===== config.mk =====
export PLATFORM = sky130hd
export DESIGN_NAME = am_mod_ctrl
export DESIGN_NICKNAME = d
export VERILOG_FILES = /design/src/rtl/am_ctrl_pkg.sv /design/src/rtl/am_index_ramp.sv /design/src/rtl/am_mod_ctrl.sv
export SDC_FILE = /design/constraint.sdc
export NUM_CORES = 1
export LEC_CHECK = 0
export CORE_MARGIN = 2
export CORE_UTILIZATION = 40
export CTS_BUF_LIST = sky130_fd_sc_hd__clkbuf_4
export CTS_CLUSTER_DIAMETER = 80
export CTS_CLUSTER_SIZE = 24
export DETAILED_ROUTE_END_ITERATION = 8
export MAX_ROUTING_LAYER = met4
export PLACE_DENSITY = 0.72
export SLEW_MARGIN = 25
export SYNTH_ARGS = -nofsm -noshare
export SYNTH_HDL_FRONTEND = slang
export SYNTH_HIERARCHICAL = 1
export SYNTH_SLANG_ARGS = --single-unit

===== constraint.sdc =====
create_clock -name clk -period 5.4 [get_ports clk]
set_input_delay 1.35 -clock clk [delete_from_list [all_inputs] [get_ports clk]]
set_output_delay 1.35 -clock clk [all_outputs]
set_load 0.1 [all_outputs]

===== src/rtl/am_ctrl_pkg.sv =====
// Shared types and constants for the AM modulator controller.
package am_ctrl_pkg;

  typedef enum logic [1:0] {
    ST_IDLE  = 2'd0,
    ST_FILL  = 2'd1,
    ST_RUN   = 2'd2,
    ST_FLUSH = 2'd3
  } state_e;

  localparam int LAT_DEF = 4;

  // Largest positive Q1.(dw-1) value; the modulation index never exceeds it.
  function automatic int idx_max(input int dw);
    return (1 << (dw - 1)) - 1;
  endfunction

endpackage


===== src/rtl/am_index_ramp.sv =====
// Modulation-index target/step store with a saturating step-toward-target ramp.
module am_index_ramp
  import am_ctrl_pkg::*;
#(
  parameter int DW = 12
) (
  input  logic                 clk,
  input  logic                 rst_n,
  input  logic                 load_i,
  input  logic                 tick_i,
  input  logic                 jump_i,
  input  logic signed [DW-1:0] target_i,
  input  logic        [DW-2:0] step_i,
  output logic signed [DW-1:0] index_o,
  output logic                 ramping_o
);

  localparam logic signed [DW:0] IDX_MAX_W = (DW+1)'(idx_max(DW));

  logic signed [DW-1:0] tgt_q, tgt_d;
  logic        [DW-2:0] step_q, step_d;
  logic signed [DW-1:0] idx_q, idx_d;
  logic                 ramp_q, ramp_d;
  logic signed [DW:0]   tgt_w;

  // Negative targets become 0; the upper bound is the positive full scale.
  function automatic logic signed [DW:0] clamp_tgt(input logic signed [DW-1:0] t);
    logic signed [DW:0] w;
    w = {t[DW-1], t};
    if (w < 0) return '0;
    if (w > IDX_MAX_W) return IDX_MAX_W;
    return w;
  endfunction

  // One step toward the target in DW+1 bits, never passing it; step 0 jumps.
  function automatic logic signed [DW-1:0] step_toward(input logic signed [DW-1:0] cur,
                                                       input logic signed [DW-1:0] tgt,
                                                       input logic        [DW-2:0] stp);
    logic signed [DW:0] c;
    logic signed [DW:0] t;
    logic signed [DW:0] s;
    logic signed [DW:0] n;
    c = {cur[DW-1], cur};
    t = {tgt[DW-1], tgt};
    s = {2'b00, stp};
    if (stp == '0) begin
      n = t;
    end else if (c < t) begin
      n = c + s;
      if (n > t) n = t;
    end else if (c > t) begin
      n = c - s;
      if (n < t) n = t;
    end else begin
      n = t;
    end
    return n[DW-1:0];
  endfunction

  // Next target/step on load; index jumps when idle or steps on each running sample.
  always_comb begin
    tgt_w  = '0;
    tgt_d  = tgt_q;
    step_d = step_q;
    idx_d  = idx_q;
    if (load_i) begin
      tgt_w  = clamp_tgt(target_i);
      tgt_d  = tgt_w[DW-1:0];
      step_d = step_i;
    end
    if (jump_i) begin
      idx_d = tgt_d;
    end else if (tick_i) begin
      idx_d = step_toward(idx_q, tgt_q, step_q);
    end
    ramp_d = (idx_d != tgt_d);
  end

  // Ramp state registers; reset discards any pending ramp.
  always_ff @(posedge clk or negedge rst_n) begin
    if (!rst_n) begin
      tgt_q  <= '0;
      step_q <= '0;
      idx_q  <= '0;
      ramp_q <= 1'b0;
    end else begin
      tgt_q  <= tgt_d;
      step_q <= step_d;
      idx_q  <= idx_d;
      ramp_q <= ramp_d;
    end
  end

  assign index_o   = idx_q;
  assign ramping_o = ramp_q;

endmodule


===== src/rtl/am_mod_ctrl.sv =====
// AM modulator sequencer: enable gating, pipeline-fill tracking and config handshake.
module am_mod_ctrl
  import am_ctrl_pkg::*;
#(
  parameter int DW  = 12,
  parameter int LAT = LAT_DEF
) (
  input  logic                 clk,
  input  logic                 rst_n,
  input  logic                 start,
  input  logic                 stop,
  input  logic                 smp_valid,
  input  logic                 cfg_valid,
  output logic                 cfg_ready,
  input  logic signed [DW-1:0] cfg_shift,
  input  logic signed [DW-1:0] cfg_index,
  input  logic        [DW-2:0] cfg_step,
  output logic                 mod_en,
  output logic                 mod_clr,
  output logic signed [DW-1:0] mod_shift,
  output logic signed [DW-1:0] mod_index,
  output logic                 out_valid,
  output logic                 busy,
  output logic                 ramping
);

  localparam int            CW    = $clog2(LAT + 1);
  localparam logic [CW-1:0] LAT_C = CW'(LAT);

  state_e               state_q, state_d;
  logic [CW-1:0]        cnt_q, cnt_d;
  logic                 clr_q, clr_d;
  logic                 ov_q, ov_d;
  logic signed [DW-1:0] shift_q, shift_d;
  logic signed [DW-1:0] pend_q, pend_d;
  logic                 pend_vld_q, pend_vld_d;
  logic                 running;
  logic                 accept;

  assign running   = (state_q == ST_FILL) || (state_q == ST_RUN);
  assign mod_en    = running && smp_valid;
  assign busy      = (state_q != ST_IDLE);
  assign cfg_ready = !ramping;
  assign accept    = cfg_valid && cfg_ready;
  assign mod_clr   = clr_q;
  assign out_valid = ov_q;
  assign mod_shift = shift_q;

  // Next state, saturating fill count, flush strobe and output-valid.
  always_comb begin
    state_d = state_q;
    cnt_d   = cnt_q;
    case (state_q)
      ST_IDLE: begin
        if (start && !stop) begin
          state_d = ST_FILL;
          cnt_d   = '0;
        end
      end
      ST_FILL, ST_RUN: begin
        if (mod_en && (cnt_q != LAT_C)) cnt_d = cnt_q + CW'(1);
        if (stop)                       state_d = ST_FLUSH;
        else if (cnt_d == LAT_C)        state_d = ST_RUN;
      end
      ST_FLUSH: begin
        state_d = ST_IDLE;
        cnt_d   = '0;
      end
      default: state_d = ST_IDLE;
    endcase
    clr_d = (state_d == ST_FLUSH);
    ov_d  = mod_en && (cnt_q >= LAT_C - CW'(1));
  end

  // Shift is applied at once when not running, otherwise held until the next sample.
  always_comb begin
    shift_d    = shift_q;
    pend_d     = pend_q;
    pend_vld_d = pend_vld_q;
    if (pend_vld_q && (!running || smp_valid)) begin
      shift_d    = pend_q;
      pend_vld_d = 1'b0;
    end
    if (accept) begin
      if (running) begin
        pend_d     = cfg_shift;
        pend_vld_d = 1'b1;
      end else begin
        shift_d    = cfg_shift;
        pend_vld_d = 1'b0;
      end
    end
  end

  // Control and shift registers; mod_clr comes out of reset asserted.
  always_ff @(posedge clk or negedge rst_n) begin
    if (!rst_n) begin
      state_q    <= ST_IDLE;
      cnt_q      <= '0;
      clr_q      <= 1'b1;
      ov_q       <= 1'b0;
      shift_q    <= '0;
      pend_q     <= '0;
      pend_vld_q <= 1'b0;
    end else begin
      state_q    <= state_d;
      cnt_q      <= cnt_d;
      clr_q      <= clr_d;
      ov_q       <= ov_d;
      shift_q    <= shift_d;
      pend_q     <= pend_d;
      pend_vld_q <= pend_vld_d;
    end
  end

  am_index_ramp #(.DW(DW)) u_ramp (
    .clk       (clk),
    .rst_n     (rst_n),
    .load_i    (accept),
    .tick_i    (mod_en),
    .jump_i    (!running),
    .target_i  (cfg_index),
    .step_i    (cfg_step),
    .index_o   (mod_index),
    .ramping_o (ramping)
  );

endmodule


==> flow_results.xml, run 1 <==
<?xml version="1.0" encoding="UTF-8"?>
<metrics>
  <group name="worst_setup_path">
    <metric name="worst_setup_path_start_kind" unit="">register</metric>
    <metric name="slowest_delay" unit="ns">0.56</metric>
    <metric name="critical_path_peak_fanout" unit="">6</metric>
    <metric name="worstPathCellList" unit="">ha_1 &gt; inv_1 &gt; fa_1 &gt; nor2_1 &gt; o21ai_0 &gt; o21ai_0 &gt; nor2_1 &gt; xor2_2 &gt; ha_1 &gt; a2111oi_1 &gt; o21ai_1 &gt; o22a_1 &gt; o211ai_1 &gt; buf_4 &gt; o21ai_2 &gt; o311a_1 &gt; o211ai_1 &gt; nand4_1 &gt; or4_4 &gt; nor4b_4 &gt; o21ai_1</metric>
    <metric name="rrSetupSlack" unit="ns">0.14</metric>
    <metric name="timing.critical_path.required" unit="ns">5.78</metric>
    <metric name="r2r_start" unit="">u_ramp/index_o[0]$_DFF_PN0_</metric>
    <metric name="worstSetupEndpointType" unit="">register</metric>
    <metric name="highest_delay_cell_along_the_critical_path" unit="">or4_4</metric>
    <metric name="rr_endpoint" unit="">u_ramp/ramping_o$_DFF_PN0_</metric>
    <metric name="rr_worst_depth" unit="">21</metric>
    <metric name="arrival" unit="ns">5.64</metric>
    <metric name="timing.setup.critical_path_class" unit="">register to register</metric>
  </group>
  <group name="logic_synthesis">
    <metric name="ys_seq_area_share" unit="%">29.5</metric>
    <metric name="synth.net_count" unit="">780</metric>
    <metric name="yosysTopAreaCell" unit="">dfrtp_1</metric>
    <metric name="synth_area" unit="sq um">5780</metric>
    <metric name="synthesis.instances" unit="">673</metric>
    <metric name="avgSynthCellArea" unit="sq um">8.59</metric>
    <metric name="synth_seq_cells" unit="">68</metric>
    <metric name="yosysUniqueCellTypes" unit="">80</metric>
    <metric name="synth_async_sr_flop_share" unit="%">100</metric>
    <metric name="netlist_top_cells_area" unit="">dfrtp_1, ha_1, nand2_1</metric>
    <metric name="synth-edff-count" unit="">0</metric>
    <metric name="yosysWarnings" unit="">6</metric>
    <metric name="synth_largest_type_area_fraction" unit="%">29.0</metric>
    <metric name="synth_ff_type" unit="">dfrtp_1</metric>
  </group>
  <group name="global_route">
    <metric name="global_route.overflow_total" unit="">0</metric>
    <metric name="grt_start_max_net_pins" unit="">40</metric>
    <metric name="antenna_violations_before_repair" unit="">0</metric>
    <metric name="grt_first_pass_wirelength" unit="microns">28700</metric>
    <metric name="gr-usage-all-layers" unit="%">24.0</metric>
    <metric name="number_of_global_route_vias_before_repair" unit="">5283</metric>
  </group>
  <group name="hold_path">
    <metric name="worstHoldPathType" unit="">register to register</metric>
    <metric name="timing.hold.worst_endpoint" unit="">pend_q[0]$_DFFE_PN0P_</metric>
    <metric name="timing.hold.worst.start" unit="">pend_q[0]$_DFFE_PN0P_</metric>
    <metric name="hold_path_depth" unit="">1</metric>
  </group>
  <group name="clocking">
    <metric name="cts_tree" unit="">done</metric>
    <metric name="cts-hold-fix-buffers" unit="">0</metric>
    <metric name="clk_latency" unit="ns">0.49</metric>
    <metric name="clock_sink_count" unit="">68</metric>
    <metric name="cts_root_buf" unit="">clkbuf_4</metric>
    <metric name="htreeDepth" unit="">3</metric>
    <metric name="path_clk_slew" unit="ns">0.17</metric>
    <metric name="tritoncts.num_buffers" unit="">9</metric>
    <metric name="maximum_buffer_depth_of_the_clock_tree" unit="">2</metric>
  </group>
  <group name="timing">
    <metric name="worst_slew_margin_rel" unit="%">32.6</metric>
    <metric name="slew_violations" unit="">0</metric>
    <metric name="timing_worst_slew_pin_value" unit="ns">1.01</metric>
    <metric name="final_period_util" unit="%">97.5</metric>
    <metric name="rsz0062_at_grt" unit="">true</metric>
    <metric name="final-hold-violation-count" unit="">0</metric>
    <metric name="fin_worst_skew" unit="ns">0.0448</metric>
    <metric name="fmax" unit="MHz">190</metric>
    <metric name="setup_violations" unit="">0</metric>
    <metric name="final_period_minus_worst_setup_slack" unit="ns">5.26</metric>
  </group>
  <group name="final_layout">
    <metric name="post_route_cells_drive_above_1_share" unit="%">17.0</metric>
    <metric name="number_of_nets_in_the_layout" unit="">883</metric>
    <metric name="final_cell_area" unit="sq um">7300</metric>
    <metric name="antenna_cells" unit="">0</metric>
    <metric name="area.growth.synth_to_final" unit="%">26.4</metric>
    <metric name="postLayoutCoreUtil" unit="%">52.2</metric>
  </group>
  <group name="route">
    <metric name="routed_wire_length_per_instance" unit="microns">18.9</metric>
    <metric name="detail_route.vias_per_cell" unit="">5.81</metric>
    <metric name="drt_iter0_drc" unit="">476</metric>
    <metric name="detail_route.first_pass.iterations" unit="">5</metric>
    <metric name="remaining_number_of_nets_flagged_by_the_antenna_check_after_routing" unit="">0</metric>
    <metric name="route.vias.total" unit="">5584</metric>
    <metric name="totalWireLength" unit="microns">18200</metric>
    <metric name="post-route-drc-count" unit="">0</metric>
  </group>
  <group name="placement">
    <metric name="routabilityCongestion" unit="">0.997</metric>
    <metric name="port_buffers" unit="">70</metric>
    <metric name="post_dp_hpwl" unit="microns">14000</metric>
    <metric name="post_dp_cell_area" unit="sq um">6810</metric>
  </group>
  <group name="floorplanning">
    <metric name="rows" unit="">43</metric>
    <metric name="core_area" unit="sq um">14000</metric>
    <metric name="start_util" unit="%">41.3</metric>
    <metric name="ioPinCount" unit="">71</metric>
    <metric name="die_height" unit="microns">124</metric>
    <metric name="design.die.area" unit="sq um">15400</metric>
    <metric name="floorplan.die.width" unit="microns">124</metric>
  </group>
  <group name="run">
    <metric name="maxCapViolations" unit="">0</metric>
  </group>
  <group name="status">
    <metric name="status" unit="">finished, final reports clean</metric>
  </group>
</metrics>
cells by family (layout without fill, tap and decap cells):
kind of cell             Yosys count  after routing  share of synthesized area, %
multiplexers                      32             32                          5.85
AND/OR/NAND/NOR                  197            197                          16.6
adder cells (fa/ha/maj)           66             66                          14.5
buffers and inverters             87            195                          5.80
AO/OA/AOI/OAI                    205            205                          25.0
XOR/XNOR                          18             18                          2.73
flip-flops                        68             68                          29.5
registers in the layout, indices dropped and copies added (netlist names):
signal            flops
mod_shift            12
pend_q               12
u_ramp/index_o       12
u_ramp/tgt_q         12
u_ramp/step_q        11
cnt_q                 3
state_q               2
mod_clr               1
out_valid             1
pend_vld_q            1
u_ramp/ramping_o      1
worst max-delay path by stage:
stage	slack, ns	cells after the start	start	to
2_1_floorplan	0.04	20	u_ramp/index_o[2]$_DFF_PN0_	u_ramp/ramping_o$_DFF_PN0_
3_3_place_gp	0.13	20	u_ramp/step_q[2]$_DFFE_PN0P_	u_ramp/ramping_o$_DFF_PN0_
3_5_place_dp	0.08	20	u_ramp/index_o[0]$_DFF_PN0_	u_ramp/ramping_o$_DFF_PN0_
4_1_cts	0.05	20	u_ramp/index_o[0]$_DFF_PN0_	u_ramp/ramping_o$_DFF_PN0_
5_1_grt	-0.08	22	u_ramp/index_o[0]$_DFF_PN0_	u_ramp/ramping_o$_DFF_PN0_
6_report	0.14	21	u_ramp/index_o[0]$_DFF_PN0_	u_ramp/ramping_o$_DFF_PN0_
cells in the mapped netlist, types with 14 or more instances:
master	n
nor2_1	45
a211oi_1	14
mux2_2	14
mux2i_1	18
o21ai_1	14
nand2_1	70
inv_1	58
a21oi_1	35
clkbuf_1	23
ha_1	64
dfrtp_1	67
o21ai_0	37
critical path, delay by kind of cell, from the launching register on:
kind | cells | cell delay, ns
AO/OA/AOI/OAI | 10 | 2.25
AND/OR/NAND/NOR | 5 | 1.22
adder cells (fa/ha/maj) | 3 | 0.74
flip-flops | 1 | 0.45
buffers and inverters | 2 | 0.26
XOR/XNOR | 1 | 0.25
cell usage in the layout (no fill, tap or decap), drive strengths merged, types with 10 or more instances in the layout:
cell and count:
a211oi 15, a21oi 36, buf 50, clkdlybuf4s50 68, dfrtp 67, ha 64, inv 63, mux2 14
mux2i 18, nand2 71, nand3 13, nand4 12, nor2 45, nor2b 10, nor3 11, o21ai 52
xnor2 12
what timing repair did:
item / in CTS / in global routing
endpoints found under the setup margin: 0 / 1
gates resized for setup: 0 / 41
buffers inserted: 0 / 20
through the flow:
| stage | hold slack [ns] | TNS (ns) | cells | setup WS (ns) |
|---|---|---|---|---|
| 2_1_floorplan | 0.479 | 0 | 673 | 0.0398 |
| 3_3_place_gp | 0.487 | 0 | 925 | 0.128 |
| 3_5_place_dp | 0.494 | 0 | 925 | 0.0772 |
| 4_1_cts | 0.522 | 0 | 941 | 0.0544 |
| 5_1_grt | 0.540 | -0.0841 | 961 | -0.0841 |
| 6_report | 0.520 | 0 | 961 | 0.136 |
area by class of cell:
type,instances,area (sq um)
fillers,1329,6690
well taps,180,225
flip-flops and latches,68,1710
clock buffers,9,67.6
clock inverters,7,83.8
repair buffers,118,1060
multi-input cells,518,3930
inverters,61,229
metal layers:
metal | wire [microns] | track usage, % | vias to the layer above
met5 | 0 | - | -
met4 | 977 | 13.0 | 0
met3 | 1310 | 4.82 | 60
met2 | 7980 | 34.9 | 232
met1 | 7880 | 31.5 | 2615
li1 | - | - | 2677
Power of run 1 is left out: the tool's default activity adds up to more than one toggle a clock period on the data nets, which glitch-free logic cannot reach.
==> run 2: changes to the inputs <==
--- a/config.mk
+++ b/config.mk
@@ -7,7 +7,6 @@
 export LEC_CHECK = 0
 export CORE_MARGIN = 2
 export CORE_UTILIZATION = 40
-export CTS_BUF_LIST = sky130_fd_sc_hd__clkbuf_4
 export CTS_CLUSTER_DIAMETER = 80
 export CTS_CLUSTER_SIZE = 24
 export DETAILED_ROUTE_END_ITERATION = 8
==> run 2 against run 1 <==
Routed wire length is 2.0% higher. Register-to-register slack improved by 0.05 ns. Sequential cell count stayed put. Via count grew 0.61%. Die area unchanged. Fmax is 0.97% higher. Count of clock-buffer cells in the layout unchanged. First-iteration DRC count grew 10%.
==> flow_results.xml, run 2 (same netlist as run 1, synthesis figures left out) <==
<?xml version="1.0" encoding="UTF-8"?>
<metrics>
  <group name="final_layout">
    <metric name="mostFrequentLayoutCell" unit="">nand2_1</metric>
    <metric name="mostFrequentLayoutCells" unit="">nand2_1, clkdlybuf4s50_1, ha_1, dfrtp_1, inv_1</metric>
    <metric name="area.growth.synth_to_final" unit="%">29.2</metric>
    <metric name="antenna_cells" unit="">0</metric>
    <metric name="number_of_nets_in_the_layout" unit="">882</metric>
    <metric name="post_route_cells_drive_above_1_share" unit="%">17.4</metric>
    <metric name="nFillCells" unit="">1310</metric>
    <metric name="postLayoutCoreUtil" unit="%">53.4</metric>
    <metric name="final_cell_area" unit="sq um">7470</metric>
  </group>
  <group name="global_route">
    <metric name="grt_first_pass_wirelength" unit="microns">28800</metric>
    <metric name="gr-usage-all-layers" unit="%">24.1</metric>
    <metric name="antenna_violations_before_repair" unit="">0</metric>
    <metric name="grt_start_max_net_pins" unit="">40</metric>
    <metric name="number_of_global_route_vias_before_repair" unit="">5291</metric>
    <metric name="global_route.overflow_total" unit="">0</metric>
  </group>
  <group name="clocking">
    <metric name="path_clk_slew" unit="ns">0.08</metric>
    <metric name="cts_tree" unit="">done</metric>
    <metric name="maximum_buffer_depth_of_the_clock_tree" unit="">2</metric>
    <metric name="cts-hold-fix-buffers" unit="">0</metric>
    <metric name="clock_sink_count" unit="">68</metric>
    <metric name="htreeDepth" unit="">3</metric>
    <metric name="cts_root_buf" unit="">clkbuf_16</metric>
    <metric name="clk_latency" unit="ns">0.36</metric>
    <metric name="tritoncts.num_buffers" unit="">9</metric>
  </group>
  <group name="timing">
    <metric name="setup_violations" unit="">0</metric>
    <metric name="final_period_minus_worst_setup_slack" unit="ns">5.21</metric>
    <metric name="final_period_util" unit="%">96.5</metric>
    <metric name="timing_worst_slew_pin_value" unit="ns">1.01</metric>
    <metric name="slew_violations" unit="">0</metric>
    <metric name="final.setup.tns" unit="ns">0</metric>
    <metric name="worst_slew_margin_rel" unit="%">32.4</metric>
    <metric name="timing.hold.ws" unit="ns">0.508</metric>
    <metric name="final-hold-violation-count" unit="">0</metric>
    <metric name="fin_worst_skew" unit="ns">0.0167</metric>
    <metric name="fmax" unit="MHz">192</metric>
  </group>
  <group name="floorplanning">
    <metric name="start_util" unit="%">41.3</metric>
    <metric name="core_area" unit="sq um">14000</metric>
    <metric name="design.die.area" unit="sq um">15400</metric>
    <metric name="die_height" unit="microns">124</metric>
    <metric name="floorplan.die.width" unit="microns">124</metric>
    <metric name="rows" unit="">43</metric>
    <metric name="ioPinCount" unit="">71</metric>
  </group>
  <group name="worst_setup_path">
    <metric name="slowest_delay" unit="ns">0.56</metric>
    <metric name="worst_setup_path_start_kind" unit="">register</metric>
    <metric name="startpoint" unit="">u_ramp/step_q[2]$_DFFE_PN0P_</metric>
    <metric name="r2r_start" unit="">u_ramp/step_q[2]$_DFFE_PN0P_</metric>
    <metric name="cp_top_family" unit="">compound AO/OA/AOI/OAI gates</metric>
    <metric name="critical_path_peak_fanout" unit="">8</metric>
    <metric name="arrival" unit="ns">5.44</metric>
    <metric name="timing.setup.critical_path_class" unit="">register to register</metric>
    <metric name="critical_path.n_buffers_inverters" unit="">2</metric>
    <metric name="highest_delay_cell_along_the_critical_path" unit="">or4_4</metric>
    <metric name="timing.critical_path.required" unit="ns">5.63</metric>
    <metric name="worstSetupEndpointType" unit="">register</metric>
    <metric name="worstPathCellList" unit="">inv_1 &gt; ha_2 &gt; nor3b_2 &gt; nor3_2 &gt; o31ai_2 &gt; a311oi_2 &gt; xnor2_1 &gt; ha_1 &gt; a21oi_1 &gt; a21oi_1 &gt; a2111o_1 &gt; o211ai_1 &gt; buf_4 &gt; o21ai_2 &gt; o311a_1 &gt; o211ai_1 &gt; nand4_1 &gt; or4_4 &gt; nor4b_4 &gt; o21ai_1</metric>
  </group>
  <group name="route">
    <metric name="totalWireLength" unit="microns">18500</metric>
    <metric name="detail_route.first_pass.iterations" unit="">5</metric>
    <metric name="routed_wire_length_per_instance" unit="microns">19.3</metric>
    <metric name="drt_iter0_drc" unit="">524</metric>
    <metric name="post-route-drc-count" unit="">0</metric>
    <metric name="route.vias.total" unit="">5618</metric>
    <metric name="remaining_number_of_nets_flagged_by_the_antenna_check_after_routing" unit="">0</metric>
    <metric name="detail_route.vias_per_cell" unit="">5.85</metric>
  </group>
  <group name="hold_path">
    <metric name="worstHoldPathType" unit="">register to register</metric>
    <metric name="timing.hold.worst.start" unit="">pend_q[0]$_DFFE_PN0P_</metric>
  </group>
  <group name="placement">
    <metric name="post_dp_hpwl" unit="microns">14000</metric>
    <metric name="routabilityCongestion" unit="">0.997</metric>
    <metric name="port_buffers" unit="">70</metric>
    <metric name="post_dp_cell_area" unit="sq um">6810</metric>
  </group>
  <group name="status">
    <metric name="status" unit="">finished, final reports clean</metric>
  </group>
  <group name="run">
    <metric name="maxCapViolations" unit="">0</metric>
  </group>
</metrics>
run 2: cell type report:
type	count	area (sq um)	share of cell area [%]
clock buffers	9	225	3.02
clock inverters	7	83.8	1.12
inverters	61	229	3.07
multi-input cells	518	3940	52.8
flip-flops and latches	68	1710	22.9
well taps	180	225	3.02
repair buffers	117	1050	14.1
run 2: routing by layer:
layer | GRT usage (%) | part of all wire (%)
met5 | - | 0
met4 | 13.0 | 5.1
met3 | 4.30 | 6.8
met2 | 35.3 | 44
met1 | 31.8 | 44
run 2: final timing paths:
path / end / slack [ns] / cells after the start
worst max-delay path: u_ramp/ramping_o$_DFF_PN0_ / 0.19 / 20
worst min-delay path: pend_q[0]$_DFFE_PN0P_ / 0.51 / 1
worst max register to register: u_ramp/ramping_o$_DFF_PN0_ / 0.19 / 20
worst min register to register: pend_q[0]$_DFFE_PN0P_ / 0.51 / 1
max in group asynchronous: mod_clr$_DFF_PN1_ / 3.33 / 2
min in group asynchronous: pend_q[1]$_DFFE_PN0P_ / 1.09 / 1
run 2: repair_timing:
action | CTS | global route
resized for setup | 0 | 45
setup endpoints to repair | 0 | 1
buffers inserted | 0 | 19
hold endpoints to repair | 0 | 0
run 2: per-stage QoR:
stage | setup slack [ns] | std cells
2_1_floorplan | 0.0398 | 673
3_3_place_gp | 0.128 | 925
3_5_place_dp | 0.0772 | 925
4_1_cts | 0.0638 | 941
5_1_grt | -0.0916 | 960
6_report | 0.186 | 960
Power of run 2 is left out for the same reason.
